`config.mk`:
```
export PLATFORM = sky130hd
export DESIGN_NAME = note_sequencer
export DESIGN_NICKNAME = d
export VERILOG_FILES = /design/src/rtl/note_sequencer_pkg.sv /design/src/rtl/note_sequencer_melody_rom.sv /design/src/rtl/note_sequencer.sv
export SDC_FILE = /design/constraint.sdc
export NUM_CORES = 1
export LEC_CHECK = 0
export CAP_MARGIN = 0
export CORE_AREA = 3 3 80 82
export CTS_CLUSTER_DIAMETER = 150
export CTS_CLUSTER_SIZE = 30
export DETAILED_ROUTE_END_ITERATION = 8
export DIE_AREA = 0 0 83 85
export GPL_TIMING_DRIVEN = 0
export HOLD_SLACK_MARGIN = 0.03
export PLACE_DENSITY_LB_ADDON = 0.08
export SLEW_MARGIN = 25
export SYNTH_ARGS = -nofsm -noshare
export SYNTH_HDL_FRONTEND = slang
export SYNTH_SLANG_ARGS = --single-unit
```
`constraint.sdc`:
```
create_clock -name clk -period 5.9 [get_ports clk]
set_input_delay 0.885 -clock clk [delete_from_list [all_inputs] [get_ports clk]]
set_output_delay 0.885 -clock clk [all_outputs]
set_load 0.1 [all_outputs]
```
`src/rtl/note_sequencer_pkg.sv`:
```
// Shared types and constants for the melody note sequencer: FSM state,
// tone-clkgen pitch values, note durations in fs samples, and the default tune.
package note_sequencer_pkg;

    typedef enum logic [1:0] {
        IDLE = 2'd0,
        LOAD = 2'd1,
        PLAY = 2'd2,
        DONE = 2'd3
    } seq_state_t;

    localparam int PKG_PITCH_W   = 9;
    localparam int PKG_DUR_W     = 13;
    localparam int PKG_NUM_NOTES = 20;
    localparam int PKG_ENTRY_W   = PKG_PITCH_W + PKG_DUR_W;

    // Tone-clkgen maxval per note; 0 means rest
    localparam logic [PKG_PITCH_W-1:0] P_A     = 9'd177;
    localparam logic [PKG_PITCH_W-1:0] P_DHIGH = 9'd133;
    localparam logic [PKG_PITCH_W-1:0] P_C     = 9'd149;
    localparam logic [PKG_PITCH_W-1:0] P_B     = 9'd158;
    localparam logic [PKG_PITCH_W-1:0] P_G     = 9'd199;
    localparam logic [PKG_PITCH_W-1:0] P_FIS   = 9'd211;
    localparam logic [PKG_PITCH_W-1:0] P_E     = 9'd237;
    localparam logic [PKG_PITCH_W-1:0] P_D     = 9'd266;

    // Note lengths in 8 kHz samples; 0 marks end of melody
    localparam logic [PKG_DUR_W-1:0] D_EIGHTH        = 13'd2000;
    localparam logic [PKG_DUR_W-1:0] D_QUARTER       = 13'd4000;
    localparam logic [PKG_DUR_W-1:0] D_DOTTED_QUARTER = 13'd6000;
    localparam logic [PKG_DUR_W-1:0] D_HALF          = 13'd8000;

    function automatic logic [PKG_ENTRY_W-1:0] mk_note(input logic [PKG_PITCH_W-1:0] pitch,
                                                       input logic [PKG_DUR_W-1:0] dur);
        return {pitch, dur};
    endfunction

    // Entry i occupies bits [i*22 +: 22] as {pitch, duration}; listed from entry 19 down to 0
    localparam logic [PKG_NUM_NOTES*PKG_ENTRY_W-1:0] DEFAULT_MELODY = {
        mk_note(P_G,     D_HALF),
        mk_note(P_E,     D_EIGHTH),
        mk_note(P_FIS,   D_EIGHTH),
        mk_note(P_G,     D_QUARTER),
        mk_note(P_A,     D_QUARTER),
        mk_note(P_B,     D_EIGHTH),
        mk_note(P_C,     D_EIGHTH),
        mk_note(P_DHIGH, D_QUARTER),
        mk_note(P_D,     D_HALF),
        mk_note(P_E,     D_QUARTER),
        mk_note(P_FIS,   D_QUARTER),
        mk_note(P_G,     D_QUARTER),
        mk_note(P_A,     D_QUARTER),
        mk_note(P_B,     D_QUARTER),
        mk_note(P_C,     D_EIGHTH),
        mk_note(P_B,     D_DOTTED_QUARTER),
        mk_note(P_A,     D_EIGHTH),
        mk_note(P_G,     D_EIGHTH),
        mk_note(P_G,     D_QUARTER),
        mk_note(P_D,     D_QUARTER)
    };

endpackage

```
`src/rtl/note_sequencer_melody_rom.sv`:
```
// Constant melody table lookup: note index in, {pitch, duration} out.
module melody_rom
    import note_sequencer_pkg::*;
#(
    parameter int PITCH_BITWIDTH = 9,
    parameter int DUR_BITWIDTH   = 13,
    parameter int IDX_BITWIDTH   = 5,
    parameter int NUM_NOTES      = 20,
    parameter logic [NUM_NOTES*(PITCH_BITWIDTH+DUR_BITWIDTH)-1:0] MELODY = DEFAULT_MELODY
) (
    input  logic [IDX_BITWIDTH-1:0]   i_idx,
    output logic [PITCH_BITWIDTH-1:0] o_pitch,
    output logic [DUR_BITWIDTH-1:0]   o_dur
);

    localparam int ENTRY_W = PITCH_BITWIDTH + DUR_BITWIDTH;
    localparam logic [IDX_BITWIDTH-1:0] LAST_IDX = IDX_BITWIDTH'(NUM_NOTES - 1);

    // Indices past the table read as an end marker so playback cannot run off the end
    always_comb begin
        o_pitch = '0;
        o_dur   = '0;
        if (i_idx <= LAST_IDX) begin
            {o_pitch, o_dur} = MELODY[int'(i_idx)*ENTRY_W +: ENTRY_W];
        end
    end

endmodule

```
`src/rtl/note_sequencer.sv`:
```
// Melody sequencer: walks the note table, drives the downstream tone clkgen's
// maxval, and gates the tone with a short articulation gap at each note end.
module note_sequencer
    import note_sequencer_pkg::*;
#(
    parameter int PITCH_BITWIDTH = 9,
    parameter int DUR_BITWIDTH   = 13,
    parameter int IDX_BITWIDTH   = 5,
    parameter int NUM_NOTES      = 20,
    parameter int GAP_SAMPLES    = 200,
    parameter logic [NUM_NOTES*(PITCH_BITWIDTH+DUR_BITWIDTH)-1:0] MELODY = DEFAULT_MELODY
) (
    input  logic                      clk,
    input  logic                      reset,
    input  logic                      fs_tick,
    input  logic                      start,
    input  logic                      stop,
    input  logic                      loop_en,
    output logic [PITCH_BITWIDTH-1:0] pitch_o,
    output logic                      note_on,
    output logic                      note_strobe,
    output logic                      busy,
    output logic                      done,
    output logic [IDX_BITWIDTH-1:0]   note_idx
);

    localparam logic [IDX_BITWIDTH-1:0] LAST_IDX = IDX_BITWIDTH'(NUM_NOTES - 1);
    localparam logic [DUR_BITWIDTH-1:0] GAP      = DUR_BITWIDTH'(GAP_SAMPLES);
    localparam logic [DUR_BITWIDTH-1:0] GAP2     = DUR_BITWIDTH'(2 * GAP_SAMPLES);

    seq_state_t                r_state;
    seq_state_t                w_state_nx;
    logic [IDX_BITWIDTH-1:0]   r_idx;
    logic [IDX_BITWIDTH-1:0]   w_idx_nx;
    logic [PITCH_BITWIDTH-1:0] r_pitch;
    logic [DUR_BITWIDTH-1:0]   r_dur;
    logic [DUR_BITWIDTH-1:0]   r_cnt;
    logic                      r_strobe;
    logic                      w_load;
    logic                      w_cnt_inc;
    logic [PITCH_BITWIDTH-1:0] w_rom_pitch;
    logic [DUR_BITWIDTH-1:0]   w_rom_dur;
    logic [DUR_BITWIDTH-1:0]   w_on_limit;

    melody_rom #(
        .PITCH_BITWIDTH (PITCH_BITWIDTH),
        .DUR_BITWIDTH   (DUR_BITWIDTH),
        .IDX_BITWIDTH   (IDX_BITWIDTH),
        .NUM_NOTES      (NUM_NOTES),
        .MELODY         (MELODY)
    ) u_rom (
        .i_idx   (r_idx),
        .o_pitch (w_rom_pitch),
        .o_dur   (w_rom_dur)
    );

    // Short notes get no gap so they are not swallowed entirely by silence
    assign w_on_limit = (r_dur > GAP2) ? (r_dur - GAP) : r_dur;

    // FSM state register
    always_ff @(posedge clk or posedge reset) begin
        if (reset) begin
            r_state <= IDLE;
        end else begin
            r_state <= w_state_nx;
        end
    end

    // Next state, index/counter controls and outputs; stop overrides all non-IDLE activity
    always_comb begin
        w_state_nx  = r_state;
        w_idx_nx    = r_idx;
        w_load      = 1'b0;
        w_cnt_inc   = 1'b0;
        busy        = (r_state != IDLE);
        done        = (r_state == DONE);
        note_on     = (r_state == PLAY) && (r_pitch != '0) && (r_cnt < w_on_limit);
        note_strobe = r_strobe;
        pitch_o     = r_pitch;
        note_idx    = r_idx;

        case (r_state)
            IDLE: begin
                if (start && !stop) begin
                    w_state_nx = LOAD;
                    w_idx_nx   = '0;
                end
            end
            LOAD: begin
                if (w_rom_dur == '0) begin
                    // End marker; a marker at entry 0 always finishes to avoid a silent spin
                    if (loop_en && (r_idx != '0)) begin
                        w_idx_nx   = '0;
                        w_state_nx = LOAD;
                    end else begin
                        w_state_nx = DONE;
                    end
                end else begin
                    w_load     = 1'b1;
                    w_state_nx = PLAY;
                end
            end
            PLAY: begin
                if (fs_tick) begin
                    if (r_cnt == (r_dur - 1'b1)) begin
                        if (r_idx < LAST_IDX) begin
                            w_idx_nx   = r_idx + 1'b1;
                            w_state_nx = LOAD;
                        end else if (loop_en) begin
                            w_idx_nx   = '0;
                            w_state_nx = LOAD;
                        end else begin
                            w_state_nx = DONE;
                        end
                    end else begin
                        w_cnt_inc = 1'b1;
                    end
                end
            end
            DONE: begin
                w_state_nx = IDLE;
            end
            default: begin
                w_state_nx = IDLE;
            end
        endcase

        if (stop && (r_state != IDLE)) begin
            w_state_nx = IDLE;
            w_idx_nx   = r_idx;
            w_load     = 1'b0;
            w_cnt_inc  = 1'b0;
        end
    end

    // Note index, current note registers, sample counter and load strobe
    always_ff @(posedge clk or posedge reset) begin
        if (reset) begin
            r_idx    <= '0;
            r_pitch  <= '0;
            r_dur    <= '0;
            r_cnt    <= '0;
            r_strobe <= 1'b0;
        end else begin
            r_idx    <= w_idx_nx;
            r_strobe <= w_load;
            if (w_load) begin
                r_pitch <= w_rom_pitch;
                r_dur   <= w_rom_dur;
                r_cnt   <= '0;
            end else if (w_cnt_inc) begin
                r_cnt <= r_cnt + 1'b1;
            end
        end
    end

endmodule

```
==> impl_metrics.toml <==
[outcome]
status = "complete, no violations"

[worst_setup_path]
cp_data_arrival_time_ns = 4.29
cp-end-kind = "output port"
cp_cell_sequence = "clkbuf_1, clkbuf_1, or3_1, clkbuf_1, inv_1, xnor2_1, ha_1, o21a_1, o21ai_0, nand2b_1, a21oi_1, o21ai_0, a41oi_1, clkdlybuf4s50_1"
slowest_stage = "clkdlybuf4s50_1"
worst-setup-path-type = "flip-flop to output port"
critPathMaxStageDelay_ns = 1.16
startpoint_type = "flip-flop"
required_ns = 5.02
crit_fanout = 10
cpMostUsedCell = "clkbuf_1"

[floorplan]
die_y_um = 85
design.portCount = 24
rows = 28
dieWidth_um = 83
fp.dieArea_um2 = 7055
initial_core_util_pct = 49.63
core_area_um2 = 5816

[synth]
ys_ff_latch = 37
synth.avg_cell_area_um2 = 8.367
async_flop_share_pct = 100.0
synthesis.area_um2 = 2887
syn_inst = 345
yosys_warnings = 0
ys_seq_area_share_pct = 32.08
ys_types = 61
synth.top_cell.area_share_pct = 32.08
yosys-top-cells-area = "dfrtp_1, ha_1, nand2_1, a21oi_1, o21ai_0"
ys.flop_type = "dfrtp_1"
synth_edf_count = 0
synth_nets = 376
synth_largest_area_cell = "dfrtp_1"

[power]
p_int_mw = 0.4859
p_clk_share_pct = 20.5
p_sw_share_pct = 45.65
power_frac_seq_pct = 35.5
vdd_ir_drop_max_v = 0.0002451
p_switching_mw = 0.4082
leakagePower_nw = 1.442
powerDensity_nw_per_um2 = 269.5
combPwrFrac_pct = 44.0

[final_layout]
area_growth_syn_to_layout_pct = 14.91
nets = 407
num_antenna_cells = 0
drive_gt1_share_pct = 7.162
fillerInstances = 566

[cts]
ctsResizeCount = 0
clk_latency_ns = 0.30
root_buffer = "clkbuf_8"
clkTransAtPathRegs_ns = 0.09
cts_buffers = 5
cts.sinks = 37
h-tree-depth = 2
cts.path.max_buffers = 2
postCtsHoldBufs = 0
post_cts.repair.setup_buffers = 0
cts_tree = "yes"

[timing]
worst_slack_ns = 0.7240
final_max_slew_viol_count = 0
hold_viol_final = 0
rsz0062_at_grt = "no"
post-route-min-period_ns = 5.176
timing.slew.headroom_pct = 35.05
worstMarginPinSlew_ns = 0.9712
timing.fmax_ghz = 0.1932
whs_ns = 0.4951
setup_violations = 0
finClkSkew_ns = 0.01239
fin_setup_tns_ns = 0
fin_crit_sh_pct = 87.73

[grt]
grt-ovfl-total = 0
grt_max_degree = 31
grt_pass1_vias = 2523
grt_usage_pct = 21.54
antenna_found_initial = 0
grt_first_pass_wirelength_mm = 12.42

[placement]
hpwl_mm = 5.463
place_congestion = 0.8917
port_buffers = 23
pre_cts_ws_ns = 1.093

[drt]
drc = 0
vias_per_cell = 5.885
routed_wirelength_mm = 7.336
firstDrtPassIters = 4
drt_iter0_markers = 154
vias = 2660
wl_per_cell_um = 16.23
antenna_left = 0

[hold_path]
min_path_type = "flip-flop to flip-flop"

[flow_run]
drv_cap = 0
## power groups by stage
stage	Sequential [mW]	Clock [mW]	Combinational (mW)
global placement	0.321	0	0.386
CTS	0.317	0.189	0.394
detailed placement	0.323	0	0.392
global route	0.322	0.201	0.420
floorplan	0.443	0	0.180
finish	0.317	0.184	0.393
## critical path: cells and delay by family, from the launching register on
kind / cells / cell delay, ns
adders and majority gates: 1 / 0.27
AOI/OAI and AO/OA: 5 / 0.81
buffers and inverters: 5 / 2.18
xor gates and xnor gates: 1 / 0.15
DFF: 1 / 0.33
and+or+nand+nor: 2 / 0.25
## worst paths after layout
check,start,endpoint,slack [ns],cells after the start
setup / recovery,r_dur[10],note_on,0.72,14
hold / removal,r_cnt[2],r_cnt[2],0.50,1
setup reg to reg,r_dur[4],note_idx[2],2.70,8
hold reg to reg,r_cnt[2],r_cnt[2],0.50,1
max in group asynchronous,reset,pitch_o[4],4.65,3
min in group asynchronous,reset,r_cnt[6],0.80,2
## cell usage after synthesis, types with 4 or more instances
cell       n
inv_1     15
nor2b_1    6
nor2_1    21
ha_1      25
mux2i_1    6
o21ai_0   25
xor2_1     4
nor3_1     6
nand2b_1   5
o31ai_1    7
dfrtp_1   37
a21oi_1   26
or3_1      8
xnor2_1    7
a211oi_1   4
nand2_1   43
or4_1      6
clkbuf_1  16
nand3_1   13
## cell usage in the layout, fill, tap and decap left out, types with 4 or more instances in the layout
cell type	count
nand2_1	43
clkbuf_1	16
dfrtp_1	37
or3_1	8
nand3_1	13
clkbuf_8	5
mux2i_1	6
xor2_1	4
nor3_1	6
nand2b_1	5
clkdlybuf4s50_1	23
nor2b_1	6
nor2_1	21
a21oi_1	26
xnor2_1	7
o21ai_0	25
a211oi_1	4
or4_1	6
inv_1	14
o31ai_1	7
ha_1	25
## through the flow
| stage | area, um2 | std cells | utilization [%] | power (mW) |
|---|---|---|---|---|
| 3_5_place_dp | 3231 | 444 | 55.55 | 0.7146 |
| 3_3_place_gp | 3211 | 443 | 55.21 | 0.7069 |
| 4_1_cts | 3317 | 452 | 57.04 | 0.9001 |
| 6_report | 3317 | 452 | 57.04 | 0.8940 |
| 5_1_grt | 3317 | 452 | 57.04 | 0.9432 |
| 2_1_floorplan | 2887 | 345 | - | 0.6225 |
## routing by layer
layer / share of wire (%) / global-route usage (%)
met5: 0 / 0
met2: 44 / 34.11
met3: 4.0 / 3.301
met1: 51 / 30.93
met4: 1.0 / 5.498
## flip-flops by register name, summed over array words and instances (netlist names)
name	flops
r_dur	7
note_idx	5
note_strobe	1
r_cnt	13
pitch_o	9
r_state	2
## cells by family after synthesis
| logic type | synth area share (%) |
|---|---|
| buffers and inverters | 5.895 |
| multiplexers | 3.641 |
| AND/OR/NAND/NOR | 23.67 |
| XOR/XNOR | 3.338 |
| adder cells (fa/ha/maj) | 10.84 |
| flip-flops | 32.08 |
| AO/OA/AOI/OAI | 20.55 |
## layout make-up
cell class                      count  area, um2  area share [%]
Buffer                             23      110.1           3.320
Clock buffer                        5      68.82           2.075
Clock inverter                      3      17.52          0.5281
Inverter                           16      60.06           1.811
Multi-Input combinational cell    269       1790           53.98
Sequential cell                    37      925.9           27.91
Tap cell                           75      93.84           2.829
Timing Repair Buffer               24      250.2           7.544
(Power assumes the default switching activity.)
